===== config.mk =====
export PLATFORM = sky130hd
export DESIGN_NAME = lenet_frame_ctrl
export DESIGN_NICKNAME = d
export VERILOG_FILES = /design/src/rtl/lenet_pkg.sv /design/src/rtl/byte_pixel_packer.sv /design/src/rtl/lenet_frame_ctrl.sv
export SDC_FILE = /design/constraint.sdc
export NUM_CORES = 1
export LEC_CHECK = 0
export ABC_AREA = 0
export ABC_CLOCK_PERIOD_IN_PS = 3500
export BUFFER_PORTS_ARGS = -buffer_cell sky130_fd_sc_hd__buf_2
export CAP_MARGIN = 5
export CORE_MARGIN = 3
export CORE_UTILIZATION = 35
export CTS_CLUSTER_DIAMETER = 30
export DETAILED_ROUTE_END_ITERATION = 10
export PLACE_DENSITY = 0.5
export SYNTH_ARGS = -nofsm -noshare
export SYNTH_HDL_FRONTEND = slang
export SYNTH_HIERARCHICAL = 1
export SYNTH_SLANG_ARGS = --single-unit
export TNS_END_PERCENT = 30

===== constraint.sdc =====
create_clock -name clk -period 3.5 [get_ports clk]
set_input_delay 0.35 -clock clk [delete_from_list [all_inputs] [get_ports clk]]
set_output_delay 0.35 -clock clk [all_outputs]
set_load 0.03 [all_outputs]

===== src/rtl/lenet_pkg.sv =====
// -----------------------------------------------------------------------------
// lenet_pkg
//  Shared constants, the frame sequencer state type and a one-hot check used by
//  the LeNet-5 frame controller and its byte-to-pixel packer.
//  No ports (package).
// -----------------------------------------------------------------------------
package lenet_pkg;

  localparam int PIX_W       = 18;                 // pixel width in bits
  localparam int N_PIX       = 784;                // 28x28 pixels per frame
  localparam int ADDR_W      = 10;                 // image buffer address width
  localparam int RES_W       = 10;                 // class vector width
  localparam int FRAME_BYTES = N_PIX * PIX_W / 8;  // 1764 bytes per frame

  typedef enum logic [2:0] {
    IDLE = 3'd0,
    LOAD = 3'd1,
    RUN  = 3'd2,
    WAIT = 3'd3,
    DONE = 3'd4
  } state_e;

  // True when exactly one bit of the class vector is set.
  function automatic logic onehot10(input logic [RES_W-1:0] v);
    int n;
    n = 0;
    for (int i = 0; i < RES_W; i++) begin
      if (v[i]) n++;
    end
    return (n == 1);
  endfunction

endpackage


===== src/rtl/byte_pixel_packer.sv =====
// -----------------------------------------------------------------------------
// byte_pixel_packer
//  Packs an MSB-first byte stream into PIX_W-bit pixels. Each accepted byte is
//  shifted into a 25-bit accumulator; whenever 18 or more bits are held, the
//  oldest 18 are emitted as a pixel on the following cycle (registered output).
//  Ports:
//   clk, rst_n      clock, asynchronous active-low reset
//   clr             drop any partially assembled pixel
//   in_valid        in_byte is valid this cycle
//   in_byte [7:0]   next byte of the stream
//   out_valid       one-cycle strobe: out_pix holds a completed pixel
//   out_pix [17:0]  completed pixel
// -----------------------------------------------------------------------------
module byte_pixel_packer
  import lenet_pkg::*;
(
  input  logic             clk,
  input  logic             rst_n,
  input  logic             clr,
  input  logic             in_valid,
  input  logic [7:0]       in_byte,
  output logic             out_valid,
  output logic [PIX_W-1:0] out_pix
);

  // Up to 17 leftover bits plus one new byte.
  localparam int ACC_W = PIX_W + 7;
  localparam int CNT_W = $clog2(ACC_W + 1);
  localparam logic [CNT_W-1:0] PIX_W_C = CNT_W'(PIX_W);

  logic [ACC_W-1:0] acc_q, acc_d;
  logic [CNT_W-1:0] cnt_q, cnt_d;
  logic             out_valid_q, out_valid_d;
  logic [PIX_W-1:0] out_pix_q, out_pix_d;

  logic [ACC_W-1:0] acc_shift;
  logic [CNT_W-1:0] cnt_sum;

  always_comb begin
    acc_shift   = {acc_q[ACC_W-9:0], in_byte};
    cnt_sum     = cnt_q + CNT_W'(8);
    acc_d       = acc_q;
    cnt_d       = cnt_q;
    out_valid_d = 1'b0;
    out_pix_d   = out_pix_q;
    if (clr) begin
      acc_d = '0;
      cnt_d = '0;
    end else if (in_valid) begin
      acc_d = acc_shift;
      if (cnt_sum >= PIX_W_C) begin
        // Oldest 18 held bits sit at acc[cnt-1 -: 18]; shift them down to bit 0.
        out_valid_d = 1'b1;
        out_pix_d   = PIX_W'(acc_shift >> (cnt_sum - PIX_W_C));
        cnt_d       = cnt_sum - PIX_W_C;
      end else begin
        cnt_d = cnt_sum;
      end
    end
  end

  always_ff @(posedge clk or negedge rst_n) begin
    if (!rst_n) begin
      acc_q       <= '0;
      cnt_q       <= '0;
      out_valid_q <= 1'b0;
      out_pix_q   <= '0;
    end else begin
      acc_q       <= acc_d;
      cnt_q       <= cnt_d;
      out_valid_q <= out_valid_d;
      out_pix_q   <= out_pix_d;
    end
  end

  assign out_valid = out_valid_q;
  assign out_pix   = out_pix_q;

endmodule


===== src/rtl/lenet_frame_ctrl.sv =====
// -----------------------------------------------------------------------------
// lenet_frame_ctrl
//  Frame sequencer between the UART byte receiver and the LeNet-5 core. Loads
//  a 1764-byte frame into the image buffer as 784 18-bit pixels, starts the
//  core, waits for its result and holds the class vector until the next frame
//  or a later_read re-run of the stored frame.
//  Ports:
//   clk, rst_n        clock, asynchronous active-low reset
//   rx_valid/rx_byte  received byte strobe and data
//   mem_we/addr/wdata image buffer write port
//   net_start         one-cycle start pulse to the core
//   net_done/result   completion strobe and class vector from the core
//   later_read        re-run inference on the stored frame
//   finish/outnum     result held / latched class vector
//   busy              high while loading or running
//   err               sticky overrun / timeout / non-one-hot flag
// -----------------------------------------------------------------------------
module lenet_frame_ctrl
  import lenet_pkg::*;
#(
  parameter int GAP_CYC = 50000,
  parameter int RUN_CYC = 16777215
) (
  input  logic              clk,
  input  logic              rst_n,
  input  logic              rx_valid,
  input  logic [7:0]        rx_byte,
  output logic              mem_we,
  output logic [ADDR_W-1:0] mem_addr,
  output logic [PIX_W-1:0]  mem_wdata,
  output logic              net_start,
  input  logic              net_done,
  input  logic [RES_W-1:0]  net_result,
  input  logic              later_read,
  output logic              finish,
  output logic [RES_W-1:0]  outnum,
  output logic              busy,
  output logic              err
);

  localparam int BYTE_W = $clog2(FRAME_BYTES + 1);
  localparam int GAP_W  = $clog2(GAP_CYC + 1);
  localparam int RUN_W  = $clog2(RUN_CYC + 1);

  localparam logic [BYTE_W-1:0] BYTE_LAST = BYTE_W'(FRAME_BYTES - 1);
  localparam logic [GAP_W-1:0]  GAP_LAST  = GAP_W'(GAP_CYC - 1);
  localparam logic [RUN_W-1:0]  RUN_LAST  = RUN_W'(RUN_CYC - 1);
  localparam logic [ADDR_W-1:0] ADDR_LAST = ADDR_W'(N_PIX - 1);

  state_e              state_q, state_d;
  logic [BYTE_W-1:0]   byte_cnt_q, byte_cnt_d;
  logic [GAP_W-1:0]    gap_q, gap_d;
  logic [RUN_W-1:0]    run_q, run_d;
  logic [ADDR_W-1:0]   addr_q, addr_d;
  logic                frame_valid_q, frame_valid_d;
  logic                net_start_q, net_start_d;
  logic                finish_q, finish_d;
  logic                busy_q, busy_d;
  logic                err_q, err_d;
  logic [RES_W-1:0]    outnum_q, outnum_d;

  logic                pk_clr;
  logic                pk_valid;
  logic                pk_out_valid;
  logic [PIX_W-1:0]    pk_out_pix;

  // Bytes only reach the packer in states that accept them; bytes arriving
  // while the core runs are dropped.
  assign pk_valid = rx_valid && ((state_q == IDLE) || (state_q == LOAD) || (state_q == DONE));

  byte_pixel_packer u_packer (
    .clk       (clk),
    .rst_n     (rst_n),
    .clr       (pk_clr),
    .in_valid  (pk_valid),
    .in_byte   (rx_byte),
    .out_valid (pk_out_valid),
    .out_pix   (pk_out_pix)
  );

  always_comb begin
    state_d       = state_q;
    byte_cnt_d    = byte_cnt_q;
    gap_d         = gap_q;
    run_d         = run_q;
    addr_d        = addr_q;
    frame_valid_d = frame_valid_q;
    err_d         = err_q;
    outnum_d      = outnum_q;
    net_start_d   = 1'b0;
    pk_clr        = 1'b0;

    case (state_q)
      IDLE, DONE: begin
        if (rx_valid) begin
          // First byte of a new frame; it is consumed by the packer now.
          // The buffer is being overwritten, so the stored frame is gone.
          state_d       = LOAD;
          byte_cnt_d    = BYTE_W'(1);
          gap_d         = '0;
          addr_d        = '0;
          frame_valid_d = 1'b0;
        end else if ((state_q == DONE) && later_read && frame_valid_q) begin
          // Re-run: the start pulse is issued straight from DONE so it
          // appears one cycle after later_read is taken.
          net_start_d = 1'b1;
          err_d       = 1'b0;
          run_d       = '0;
          state_d     = WAIT;
        end
      end

      LOAD: begin
        if (rx_valid) begin
          gap_d = '0;
          if (byte_cnt_q == BYTE_LAST) begin
            byte_cnt_d    = '0;
            frame_valid_d = 1'b1;
            state_d       = RUN;
          end else begin
            byte_cnt_d = byte_cnt_q + 1'b1;
          end
        end else if (gap_q == GAP_LAST) begin
          // Sender stalled: abandon the partial frame silently.
          byte_cnt_d = '0;
          gap_d      = '0;
          addr_d     = '0;
          pk_clr     = 1'b1;
          state_d    = IDLE;
        end else begin
          gap_d = gap_q + 1'b1;
        end
      end

      RUN: begin
        net_start_d = 1'b1;
        err_d       = 1'b0;
        run_d       = '0;
        state_d     = WAIT;
      end

      WAIT: begin
        if (net_done) begin
          outnum_d = net_result;
          err_d    = err_q | ~onehot10(net_result);
          state_d  = DONE;
        end else if (run_q == RUN_LAST) begin
          outnum_d = '0;
          err_d    = 1'b1;
          state_d  = DONE;
        end else begin
          run_d = run_q + 1'b1;
        end
      end

      default: state_d = IDLE;
    endcase

    // Overrun: a byte while the core is busy is dropped and flagged.
    if (rx_valid && ((state_q == RUN) || (state_q == WAIT))) begin
      err_d = 1'b1;
    end

    // The write address tracks the pixel currently on the write port and
    // wraps after the last pixel so it never leaves 0..N_PIX-1.
    if (pk_out_valid) begin
      addr_d = (addr_q == ADDR_LAST) ? '0 : addr_q + 1'b1;
    end

    busy_d   = (state_d == LOAD) || (state_d == RUN) || (state_d == WAIT);
    finish_d = (state_d == DONE);
  end

  always_ff @(posedge clk or negedge rst_n) begin
    if (!rst_n) begin
      state_q       <= IDLE;
      byte_cnt_q    <= '0;
      gap_q         <= '0;
      run_q         <= '0;
      addr_q        <= '0;
      frame_valid_q <= 1'b0;
      net_start_q   <= 1'b0;
      finish_q      <= 1'b0;
      busy_q        <= 1'b0;
      err_q         <= 1'b0;
      outnum_q      <= '0;
    end else begin
      state_q       <= state_d;
      byte_cnt_q    <= byte_cnt_d;
      gap_q         <= gap_d;
      run_q         <= run_d;
      addr_q        <= addr_d;
      frame_valid_q <= frame_valid_d;
      net_start_q   <= net_start_d;
      finish_q      <= finish_d;
      busy_q        <= busy_d;
      err_q         <= err_d;
      outnum_q      <= outnum_d;
    end
  end

  assign mem_we    = pk_out_valid;
  assign mem_addr  = addr_q;
  assign mem_wdata = pk_out_pix;
  assign net_start = net_start_q;
  assign finish    = finish_q;
  assign outnum    = outnum_q;
  assign busy      = busy_q;
  assign err       = err_q;

endmodule

==> run metrics, run 1 <==
result of the run complete, but fails checks; failing checks negative hold slack, negative setup slack; number of cells produced by synthesis 777; Final Cell Area 8970 sq um; worst clock skew 11.0 ps; maximum achievable frequency 0.223 GHz; HPWL after detailed placement 12200 um; setup slack after layout -994 ps; peak supply drop 0.403 mV; CTS H-tree depth 4; number of endpoints failing setup at the final stage 1; share of the synthesized area in compound gates (AO/OA/AOI/OAI) 0.134; final global-route overflow total 0; Critical Path End Type register; Synth-to-Final Area Change 22.9%; clock tree sinks 119; via count of the first global-routing pass 5912; number of CTS-inserted buffers 17; pin count of the biggest net entering global routing 120; count of standard-cell rows 52; Mapped Avg Cell Area 9.39 sq um; setup repair after global routing missed its margin yes; ratio of cells with drive above 1 in the final layout 0.249; starting density of the core 0.358; Mapped Nets 817; leakage power of the design 0.00409 uW; worst endpoint required time 3780 ps; first-pass iteration count of the detailed router 4; fraction of the mapped netlist area in adder cells 0.0291; Critical-path top delay cell sky130_fd_sc_hd__ha_1; combinational family with the most area after synthesis simple AND/OR/NAND/NOR gates; fin crit period 4490 ps; hold-fix buffer count after cts 0; vias 6047; first-pass GRT wire length 29100 um; simple-gate portion of the synthesized area 0.219; distinct cell type count after synthesis 78; Setup Total Neg Slack -994 ps; Async SR Flop Fraction 1.00; number of enable flip-flop cells after synthesis 0; area enclosed by the die boundary 22600 sq um; arrival time of data at the critical path endpoint 4780 ps; number of vias per cell 5.18; Slew @ Worst Pin 943 ps; floorplan core area 20400 sq um; xor/xnor cell area share of the yosys netlist 0.0847; violation count after the first detailed-routing iteration 234; largest fanout on the critical path 3; diodes inserted 0; number of max-slew violations in the final report 0; Yosys warnings 6; Max stage delay on crit path 310 ps; CTS tree done; kind of start point of the critical path input port; routability congestion estimate from global placement 0.829; die width 150 um; Inst Count DP 1127; overall power after layout 6700 uW; share of the clock period used by the worst path after layout 1.28; power density normalized to cell area 747 nW/um^2; multiplexer share of the synthesized area 0.0881; number of hold violations in the final report 19; CTS root buffer sky130_fd_sc_hd__clkbuf_16; category of the critical setup timing path input port to register; Final Routed Wirelength 17100 um; area used by multi-input combinational logic 4210 sq um; die boundary height 150 um; number of max-cap violations 0; clock latency at the later pin of the worst-skew pair 410 ps; area of all sequential standard cells 2980 sq um; buffer depth of the longest clock path 2; dominant synthesized flop cell sky130_fd_sc_hd__dfrtp_1; worst slew margin relative to its limit 0.366; count of placed standard cells in the final layout, fillers left out 1167; Detail Route Antenna Nets 0; Residual DRC 0; dpl cell area 8250 sq um; number of register bits inferred by synthesis 119; routed wire length per instance 14.7 um; fin nets 924; Post-Syn Area 7300 sq um; ports placed on the boundary 66; Filler Cells Inserted 1958; class of the worst hold path input port to async pin; global routing usage summed across all routing layers 0.158; Clk pin slew, worst setup/hold paths 60 ps; minimum hold slack -53.1 ps; number of port buffers 65; number of antenna violations at the first check in global routing 0; part of the Yosys area used for sequential elements 0.408; post-layout util 0.440
-- power breakdown --
group	internal [uW]	switching (uW)	total, uW	leakage [uW]
registers	1610	189	1800	0.00157
logic	1410	1890	3300	0.00226
clock network	946	655	1600	0.000262
total	3960	2740	6700	0.00409
-- what timing repair did --
| item | in CTS | in global routing |
|---|---|---|
| pin swaps | 15 | 11 |
| buffers inserted | 6 | 2 |
| endpoints found under the setup margin | 1 | 1 |
| gates resized for setup | 19 | 9 |
-- per-stage QoR --
stage,setup slack [ps],hold WS [ps]
after CTS,-1160,62.9
after floorplan,-1430,54.4
after detailed placement,-1760,468
after global placement,-1510,459
final,-994,-53.1
after global routing,-1250,70.0
-- path summary, 6_finish.rpt --
check / from / endpoint / slack [ps] / cells past startpoint
max: net_result[1] / err$_DFFE_PN0P_ / -990 / 31
min: rst_n / mem_addr[8]$_DFFE_PN0P_ / -50 / 2
max reg2reg: state_q[1]$_DFF_PN0_ / run_q[17]$_DFFE_PN0P_ / 570 / 9
min reg2reg: u_packer/out_pix[16]$_DFFE_PN0P_ / u_packer/out_pix[16]$_DFFE_PN0P_ / 470 / 2
max in group asynchronous: rst_n / run_q[18]$_DFFE_PN0P_ / 2910 / 2
min in group clk: rx_byte[0] / u_packer/acc_q[0]$_DFFE_PN0P_ / 210 / 3
-- metal layers --
metal	wire length, um	track usage	share of wire
met2	8060	0.249	0.47
met5	0	0	0
met1	8430	0.220	0.49
met4	69	0.0430	0.0040
met3	556	0.0334	0.032
-- cell usage in the layout (no fill, tap or decap), drive strengths merged, types with 16 or more instances in the layout --
cell type | netlist | layout
nand4 | 16 | 16
dfrtp | 119 | 119
xnor2 | 29 | 29
nand2 | 73 | 73
o21ai | 53 | 53
a21oi | 27 | 27
buf | 17 | 125
clkbuf | 20 | 19
xor2 | 25 | 25
ha | 17 | 17
nor2 | 115 | 115
mux2i | 29 | 29
inv | 20 | 23
nand3 | 27 | 27
-- cell type report --
cell class / count / share of cell area
clock buffers: 19 / 0.0505
clock inverters: 13 / 0.0109
inverters: 21 / 0.00907
multi-input cells: 600 / 0.470
flip-flops and latches: 119 / 0.332
well taps: 270 / 0.0377
repair buffers: 125 / 0.0904
-- flip-flops by register name, indices dropped and copies added, names as in the netlist --
name	cells
u_packer/acc_q	17
byte_cnt_q	11
u_packer/out_valid	1
finish	1
u_packer/out_pix	18
outnum	10
busy	1
run_q	24
state_q	3
err	1
mem_addr	10
gap_q	16
frame_valid_q	1
u_packer/cnt_q	4
net_start	1
-- Yosys cell counts (all sizes together), types with 3 or more instances --
master | number | area share
a211oi | 8 | 0.0089
a21oi | 27 | 0.019
a22o | 14 | 0.017
a31oi | 9 | 0.0077
and3 | 13 | 0.011
and4 | 6 | 0.0072
buf | 17 | 0.016
clkbuf | 20 | 0.010
dfrtp | 119 | 0.41
ha | 17 | 0.029
inv | 20 | 0.011
mux2 | 13 | 0.020
mux2i | 29 | 0.040
mux4 | 9 | 0.028
nand2 | 73 | 0.038
nand2b | 8 | 0.0069
nand3 | 27 | 0.019
nand4 | 16 | 0.014
nand4b | 3 | 0.0036
nor2 | 115 | 0.059
nor2b | 14 | 0.012
nor3 | 14 | 0.010
nor3b | 5 | 0.0067
nor4 | 7 | 0.0060
nor4b | 3 | 0.0036
o21ai | 53 | 0.036
o22a | 3 | 0.0036
o31ai | 9 | 0.011
or2 | 7 | 0.0060
or3 | 3 | 0.0026
xnor2 | 29 | 0.038
xnor3 | 3 | 0.0094
xor2 | 25 | 0.030
-- worst max-delay path, delay by kind of cell --
kind | cells | cell delay (ps)
adder cells (fa/ha/maj) | 8 | 1990
AO/OA/AOI/OAI | 9 | 1070
AND/OR/NAND/NOR | 10 | 1010
buffers and inverters | 4 | 330
-- logic make-up (layout without fill, tap and decap cells) --
family                   after synthesis  in the layout
multiplexers                          51             51
XOR/XNOR                              59             59
adder cells (fa/ha/maj)               17             17
AO/OA/AOI/OAI                        149            149
buffers and inverters                 58            178
flip-flops                           119            119
AND/OR/NAND/NOR                      324            324
No activity file was read; power rests on OpenSTA's default activity.
==> run 2, diff against run 1 <==
ABC_CLOCK_PERIOD_IN_PS = 4250   (was 3500)
clock period = 4.25 ns   (was 3.5 ns; I/O delays follow)
==> run metrics, run 2 (synthesized netlist as in run 1, its figures left out) <==
die width 150 um (unchanged); first-pass iteration count of the detailed router 4 (unchanged); most used cells in the layout excluding fill and tap cells sky130_fd_sc_hd__dfrtp_1 (119), sky130_fd_sc_hd__nor2_1 (114), sky130_fd_sc_hd__nand2_1 (71), sky130_fd_sc_hd__buf_2 (62), sky130_fd_sc_hd__o21ai_0 (50) (was sky130_fd_sc_hd__dfrtp_1 (119), sky130_fd_sc_hd__nor2_1 (114), sky130_fd_sc_hd__nand2_1 (68), sky130_fd_sc_hd__buf_2 (62), sky130_fd_sc_hd__buf_4 (60)); result of the run complete, but fails checks (unchanged); violation count after the first detailed-routing iteration 258 (was 234); arrival time of data at the critical path endpoint 4900 ps (was 4780 ps); Critical Path End Type register (unchanged); HPWL after detailed placement 12200 um (about the same); class of the worst hold path input port to async pin (unchanged); worst clock skew 12.7 ps (was 11.0 ps); ports placed on the boundary 66 (unchanged); setup slack after layout -357 ps (was -994 ps); peak supply drop 0.238 mV (was 0.403 mV); number of hold violations in the final report 0 (was 19); category of the critical setup timing path input port to register (unchanged); Filler Cells Inserted 1988 (was 1958); via count of the first global-routing pass 5920 (was 5912); die boundary height 150 um (unchanged); number of flip-flops under the largest register name 24 (unchanged); vias 5999 (was 6047); number of max-slew violations in the final report 0 (unchanged); Residual DRC 0 (unchanged); global routing usage summed across all routing layers 0.155 (was 0.158); failing checks negative setup slack (was negative hold slack, negative setup slack); Net Sw Power 2190 uW (was 2740 uW); share of the clock period used by the worst path after layout 1.08; first-pass GRT wire length 28900 um (was 29100 um); fin crit period 4610 ps; leakage power of the design 0.00405 uW (was 0.00409 uW); diodes inserted 0 (unchanged); sequential power share 0.264 (was 0.268); Max stage delay on crit path 320 ps (was 310 ps); final global-route overflow total 0 (unchanged); power density normalized to cell area 630 nW/um^2 (was 747 nW/um^2); routed wire length per instance 14.7 um (about the same); count of placed standard cells in the final layout, fillers left out 1153 (was 1167); Detail Route Antenna Nets 0 (unchanged); area enclosed by the die boundary 22600 sq um (unchanged); Synth-to-Final Area Change 22.2% (was 22.9%); hold-fix buffer count after cts 0 (unchanged); Combinational Power Share 0.470 (was 0.493); Slew @ Worst Pin 1090 ps (was 943 ps); ratio of cells with drive above 1 in the final layout 0.229 (was 0.249); buffer depth of the longest clock path 2 (unchanged); Setup Total Neg Slack -357 ps (was -994 ps); worst endpoint required time 4540 ps (was 3780 ps); routability congestion estimate from global placement 0.799 (was 0.829); CTS root buffer sky130_fd_sc_hd__clkbuf_16 (unchanged); Critical-path top delay cell sky130_fd_sc_hd__ha_1 (unchanged); cell-internal power 3430 uW (was 3960 uW); kind of start point of the critical path input port (unchanged); proportion of power drawn by the clock network 0.266 (was 0.239); Reg with most FFs run_q (unchanged); clock latency at the later pin of the worst-skew pair 410 ps (about the same); number of CTS-inserted buffers 17 (unchanged); Final Routed Wirelength 17000 um (was 17100 um); number of endpoints failing setup at the final stage 1 (unchanged); starting density of the core 0.358 (unchanged); pin count of the biggest net entering global routing 56 (was 120); clock tree sinks 119 (unchanged); fin nets 911 (was 924); count of standard-cell rows 52 (unchanged); CTS H-tree depth 4 (unchanged); number of max-cap violations 0 (unchanged); floorplan core area 20400 sq um (unchanged); Clk pin slew, worst setup/hold paths 60 ps (about the same); leading cell type in the layout, fill and taps excluded sky130_fd_sc_hd__dfrtp_1 (unchanged); largest fanout on the critical path 3 (unchanged); switching fraction of total power 0.389 (was 0.409); number of antenna violations at the first check in global routing 0 (unchanged); setup repair after global routing missed its margin yes (unchanged); Inst Count DP 1111 (was 1127); worst slew margin relative to its limit 0.266 (was 0.366); CTS tree done (unchanged); maximum achievable frequency 0.217 GHz; number of vias per cell 5.20 (was 5.18); number of port buffers 65 (unchanged)
[run 2: cell types whose count changed in the layout (fill, tap and decap cells not counted), moves of 2 or more]
cell / change
sky130_fd_sc_hd__clkbuf_1: +4
sky130_fd_sc_hd__inv_6: -3
sky130_fd_sc_hd__bufinv_16: +4
sky130_fd_sc_hd__nand2_2: -4
sky130_fd_sc_hd__nand2_1: +3
sky130_fd_sc_hd__buf_4: -12
sky130_fd_sc_hd__clkinvlp_4: -2
sky130_fd_sc_hd__clkinv_4: -3
[run 2: cell type report]
class,count,area [sq um],area share
inverter,21,81.3,0.00912
clock buffer,22,454,0.0509
tap,270,338,0.0379
clock inverter,9,150,0.0168
sequential,119,2980,0.334
multi-input combinational,600,4220,0.473
timing repair buffer,112,701,0.0786
[run 2: per-stage QoR]
step | power (uW) | setup slack (ps) | cell area, sq um | hold WS, ps | utilization
after floorplan | 3450 | -755 | 7360 | 129 | -
after global placement | 4020 | -858 | 8120 | 460 | 0.399
after detailed placement | 4050 | -1010 | 8120 | 466 | 0.399
after CTS | 5640 | -455 | 8870 | 74.1 | 0.435
after global routing | 6020 | -610 | 8920 | 97.7 | 0.438
final | 5620 | -357 | 8920 | 50.3 | 0.438
[run 2: worst paths after layout]
| check | from | cells past startpoint | endpoint | slack, ps |
|---|---|---|---|---|
| hold reg to reg | u_packer/out_pix[15]$_DFFE_PN0P_ | 2 | u_packer/out_pix[15]$_DFFE_PN0P_ | 470 |
| setup / recovery | net_result[0] | 31 | err$_DFFE_PN0P_ | -360 |
| hold / removal | rst_n | 1 | mem_addr[8]$_DFFE_PN0P_ | 50 |
| max in group asynchronous | rst_n | 2 | gap_q[6]$_DFFE_PN0P_ | 3170 |
| setup reg to reg | state_q[1]$_DFF_PN0_ | 9 | run_q[17]$_DFFE_PN0P_ | 1280 |
| min in group clk | net_result[1] | 2 | outnum[1]$_DFFE_PN0P_ | 250 |
[run 2: power groups by stage]
stage	clock network (uW)	registers, uW	logic [uW]
floorplan	0	1700	1750
global placement	0	1490	2530
detailed placement	0	1500	2550
CTS	1530	1490	2620
global route	1590	1520	2920
finish	1500	1480	2640
[run 2: metal layers]
layer	vias up	GRT usage	share of wire	routed length, um
li1	2967	-	-	-
met4	0	0.0425	0.013	218
met1	2907	0.210	0.48	8070
met5	-	0	0	0
met3	16	0.0307	0.036	609
met2	109	0.255	0.47	8060
[run 2: repair_timing]
action                                 CTS  global route
pin swaps                               15            12
setup buffers                           10             1
setup endpoints to repair                1             1
resized for setup                       18             9
endpoints found under the hold margin    0             0
[run 2: critical path: cells and delay by family]
kind / cells / cell delay, ps
adders and majority gates: 8 / 2010
and+or+nand+nor: 10 / 1050
AOI/OAI and AO/OA: 9 / 1040
buffers and inverters: 4 / 340
==> run 3, diff against run 2 <==
CAP_MARGIN = 20   (was 5)
SYNTH_HIERARCHICAL = default   (was 1)
==> run metrics, run 3 <==
Residual DRC 0 (unchanged); clock tree sinks 119 (unchanged); global routing usage summed across all routing layers 0.155 (about the same); number of endpoints failing setup at the final stage 1 (unchanged); CTS tree done (unchanged); number of enable flip-flop cells after synthesis 0 (unchanged); first-pass GRT wire length 28300 um (was 28900 um); maximum achievable frequency 0.226 GHz (was 0.217 GHz); CTS root buffer sky130_fd_sc_hd__clkbuf_16 (unchanged); distinct cell type count after synthesis 69 (was 78); pin count of the biggest net entering global routing 61 (was 56); ratio of cells with drive above 1 in the final layout 0.202 (was 0.229); number of vias per cell 5.15 (was 5.20); category of the critical setup timing path input port to register (unchanged); part of the Yosys area used for sequential elements 0.419 (was 0.408); area enclosed by the die boundary 22100 sq um (was 22600 sq um); share of the synthesized area in the top cell type 0.419 (was 0.408); area of all sequential standard cells 2980 sq um (unchanged); worst slew margin relative to its limit 0.291 (was 0.266); Detail Route Antenna Nets 0 (unchanged); fin nets 928 (was 911); most repeated cell in the gate-level netlist after synthesis sky130_fd_sc_hd__nand2_1 (was sky130_fd_sc_hd__dfrtp_1); power density normalized to cell area 634 nW/um^2 (was 630 nW/um^2); number of antenna violations at the first check in global routing 1 (was 0); routed wire length per instance 14.2 um (was 14.7 um); overall power after layout 5470 uW (was 5620 uW); dominant synthesized flop cell sky130_fd_sc_hd__dfrtp_1 (unchanged); Final Routed Wirelength 16600 um (was 17000 um); top cells by area, synth sky130_fd_sc_hd__dfrtp_1 (42%), sky130_fd_sc_hd__nand2_1 (6.5%), sky130_fd_sc_hd__xor2_1 (4.3%) (was sky130_fd_sc_hd__dfrtp_1 (41%), sky130_fd_sc_hd__nor2_1 (5.9%), sky130_fd_sc_hd__mux2i_1 (4.0%)); HPWL after detailed placement 11800 um (was 12200 um); final global-route overflow total 0 (unchanged); Async SR Flop Fraction 1.00 (unchanged); arrival time of data at the critical path endpoint 4730 ps (was 4900 ps); clock latency at the later pin of the worst-skew pair 410 ps (about the same); failing checks negative setup slack (unchanged); die boundary height 148 um (was 150 um); number of flip-flops under the largest register name 24 (unchanged); Mapped Avg Cell Area 8.88 sq um (was 9.39 sq um); count of placed standard cells in the final layout, fillers left out 1166 (was 1153); Global Route met3 Usage 0.0420 (was 0.0307); buffer depth of the longest clock path 2 (unchanged); Post-Syn Area 7110 sq um (was 7300 sq um); ports placed on the boundary 66 (unchanged); floorplan core area 19700 sq um (was 20400 sq um); met1 Track Usage GR 0.212 (was 0.210); Mapped Nets 840 (was 817); Filler Cells Inserted 1922 (was 1988); number of hold violations in the final report 0 (unchanged); Final Cell Area 8640 sq um (was 8920 sq um); minimum hold slack 93.4 ps (was 50.3 ps); number of max-slew violations in the final report 0 (unchanged); kind of start point of the critical path input port (unchanged); diodes inserted 0 (unchanged); Inst Count DP 1127 (was 1111); vias 6002 (was 5999); dpl cell area 7920 sq um (was 8120 sq um); first-pass iteration count of the detailed router 4 (unchanged); area used by multi-input combinational logic 4010 sq um (was 4220 sq um); Synth-to-Final Area Change 21.5% (was 22.2%); Reg with most FFs run_q (unchanged); starting density of the core 0.360 (was 0.358); Yosys warnings 0 (was 6); result of the run complete, but fails checks (unchanged); most frequent cells after synthesis sky130_fd_sc_hd__nand2_1 (123), sky130_fd_sc_hd__dfrtp_1 (119), sky130_fd_sc_hd__nor2_1 (78) (was sky130_fd_sc_hd__dfrtp_1 (119), sky130_fd_sc_hd__nor2_1 (115), sky130_fd_sc_hd__nand2_1 (72)); die width 148 um (was 150 um); via count of the first global-routing pass 5776 (was 5920); worst clock skew 15.1 ps (was 12.7 ps); count of standard-cell rows 51 (was 52); routability congestion estimate from global placement 0.831 (was 0.799); worst endpoint required time 4550 ps (was 4540 ps); class of the worst hold path input port to async pin (unchanged); Critical Path End Type register (unchanged); leading cell type in the layout, fill and taps excluded sky130_fd_sc_hd__nand2_1 (was sky130_fd_sc_hd__dfrtp_1); fin crit period 4430 ps (was 4610 ps); most used cells in the layout excluding fill and tap cells sky130_fd_sc_hd__nand2_1 (122), sky130_fd_sc_hd__dfrtp_1 (119), sky130_fd_sc_hd__nor2_1 (78), sky130_fd_sc_hd__buf_2 (62), sky130_fd_sc_hd__o21ai_0 (56) (was sky130_fd_sc_hd__dfrtp_1 (119), sky130_fd_sc_hd__nor2_1 (114), sky130_fd_sc_hd__nand2_1 (71), sky130_fd_sc_hd__buf_2 (62), sky130_fd_sc_hd__o21ai_0 (50)); setup slack after layout -179 ps (was -357 ps); share of the clock period used by the worst path after layout 1.04 (was 1.08); setup repair after global routing missed its margin yes (unchanged); violation count after the first detailed-routing iteration 328 (was 258); most crowded layer after global routing met2 (unchanged); number of max-cap violations 0 (unchanged); CTS H-tree depth 4 (unchanged); Slew @ Worst Pin 1060 ps (was 1090 ps); routing usage on met2 0.244 (was 0.255); number of CTS-inserted buffers 17 (unchanged); leakage power of the design 0.00392 uW (was 0.00405 uW); number of port buffers 65 (unchanged); peak supply drop 0.306 mV (was 0.238 mV); Clk pin slew, worst setup/hold paths 60 ps (about the same); post-synth top area cell sky130_fd_sc_hd__dfrtp_1 (unchanged); largest fanout on the critical path 3 (unchanged); number of cells produced by synthesis 800 (was 777); number of register bits inferred by synthesis 119 (unchanged); hold-fix buffer count after cts 0 (unchanged)
## run 3: worst paths after layout
check,start,end,slack (ps),depth (start not counted)
worst max-delay path,net_result[0],err$_DFFE_PN0P_,-180,28
worst min-delay path,rst_n,gap_q[13]$_DFFE_PN0P_,90,1
worst max register to register,gap_q[0]$_DFFE_PN0P_,byte_cnt_q[10]$_DFFE_PN0P_,1340,11
worst min register to register,u_packer.out_pix[6]$_DFFE_PN0P_,u_packer.out_pix[6]$_DFFE_PN0P_,470,2
max in group asynchronous,rst_n,run_q[13]$_DFFE_PN0P_,3260,2
min in group clk,net_result[0],outnum[0]$_DFFE_PN0P_,240,2
## run 3: logic make-up (layout without fill, tap and decap cells)
family / after synthesis / count (layout) / share of synthesized area
flip-flops: 119 / 119 / 0.419
AND/OR/NAND/NOR: 343 / 343 / 0.232
AO/OA/AOI/OAI: 177 / 177 / 0.160
multiplexers: 28 / 28 / 0.0431
XOR/XNOR: 61 / 61 / 0.0857
buffers and inverters: 55 / 156 / 0.0308
adder cells (fa/ha/maj): 17 / 17 / 0.0299
## run 3: report_power, final
group | switching [uW] | internal [uW]
registers | 155 | 1320
logic | 1500 | 1020
clock network | 523 | 953
total | 2180 | 3290
## run 3: cell type report
class / instances / share of cell area
Clock buffer: 21 / 0.0533
Inverter: 20 / 0.00898
Timing Repair Buffer: 104 / 0.0737
Sequential cell: 119 / 0.345
Multi-Input combinational cell: 626 / 0.464
Clock inverter: 11 / 0.0172
Tap cell: 265 / 0.0384
## run 3: through the flow
| step | util | TNS (ps) | worst slack, ps |
|---|---|---|---|
| after CTS | 0.435 | -286 | -286 |
| after global routing | 0.438 | -390 | -390 |
| final | 0.438 | -179 | -179 |
| after global placement | 0.401 | -723 | -723 |
| after detailed placement | 0.401 | -774 | -774 |
| after floorplan | - | -542 | -542 |
## run 3: metal layers
metal / share of wire / vias to the layer above
li1: - / 2989
met1: 0.48 / 2883
met2: 0.47 / 116
met3: 0.043 / 12
met4: 0.0083 / 2
met5: 0.00054 / -
## run 3: what timing repair did
| action | 4_1_cts | 5_1_grt |
|---|---|---|
| buffers inserted | 3 | 2 |
| gates resized for setup | 9 | 5 |
| pin swaps | 8 | 3 |
| endpoints found under the hold margin | 0 | 0 |
| endpoints found under the setup margin | 1 | 1 |
## run 3: critical path, cell delays in order
cell and delay, ps:
sky130_fd_sc_hd__buf_6 80, sky130_fd_sc_hd__inv_2 40, sky130_fd_sc_hd__ha_4 270, sky130_fd_sc_hd__xor2_2 170
sky130_fd_sc_hd__ha_4 230, sky130_fd_sc_hd__nor2b_4 110, sky130_fd_sc_hd__nor2_1 50, sky130_fd_sc_hd__ha_1 270
sky130_fd_sc_hd__nand2_2 70, sky130_fd_sc_hd__o21ai_2 60, sky130_fd_sc_hd__or2_4 250, sky130_fd_sc_hd__ha_4 250
sky130_fd_sc_hd__nor2b_4 110, sky130_fd_sc_hd__nor2_1 50, sky130_fd_sc_hd__ha_1 260, sky130_fd_sc_hd__nand2_1 90
sky130_fd_sc_hd__nand2_1 60, sky130_fd_sc_hd__ha_1 280, sky130_fd_sc_hd__nor2_1 40, sky130_fd_sc_hd__a31oi_1 200
sky130_fd_sc_hd__ha_1 280, sky130_fd_sc_hd__mux2_4 280, sky130_fd_sc_hd__ha_4 210, sky130_fd_sc_hd__inv_2 40
sky130_fd_sc_hd__a21oi_2 50, sky130_fd_sc_hd__a2111oi_4 220, sky130_fd_sc_hd__o221ai_2 150, sky130_fd_sc_hd__o2bb2ai_2 140
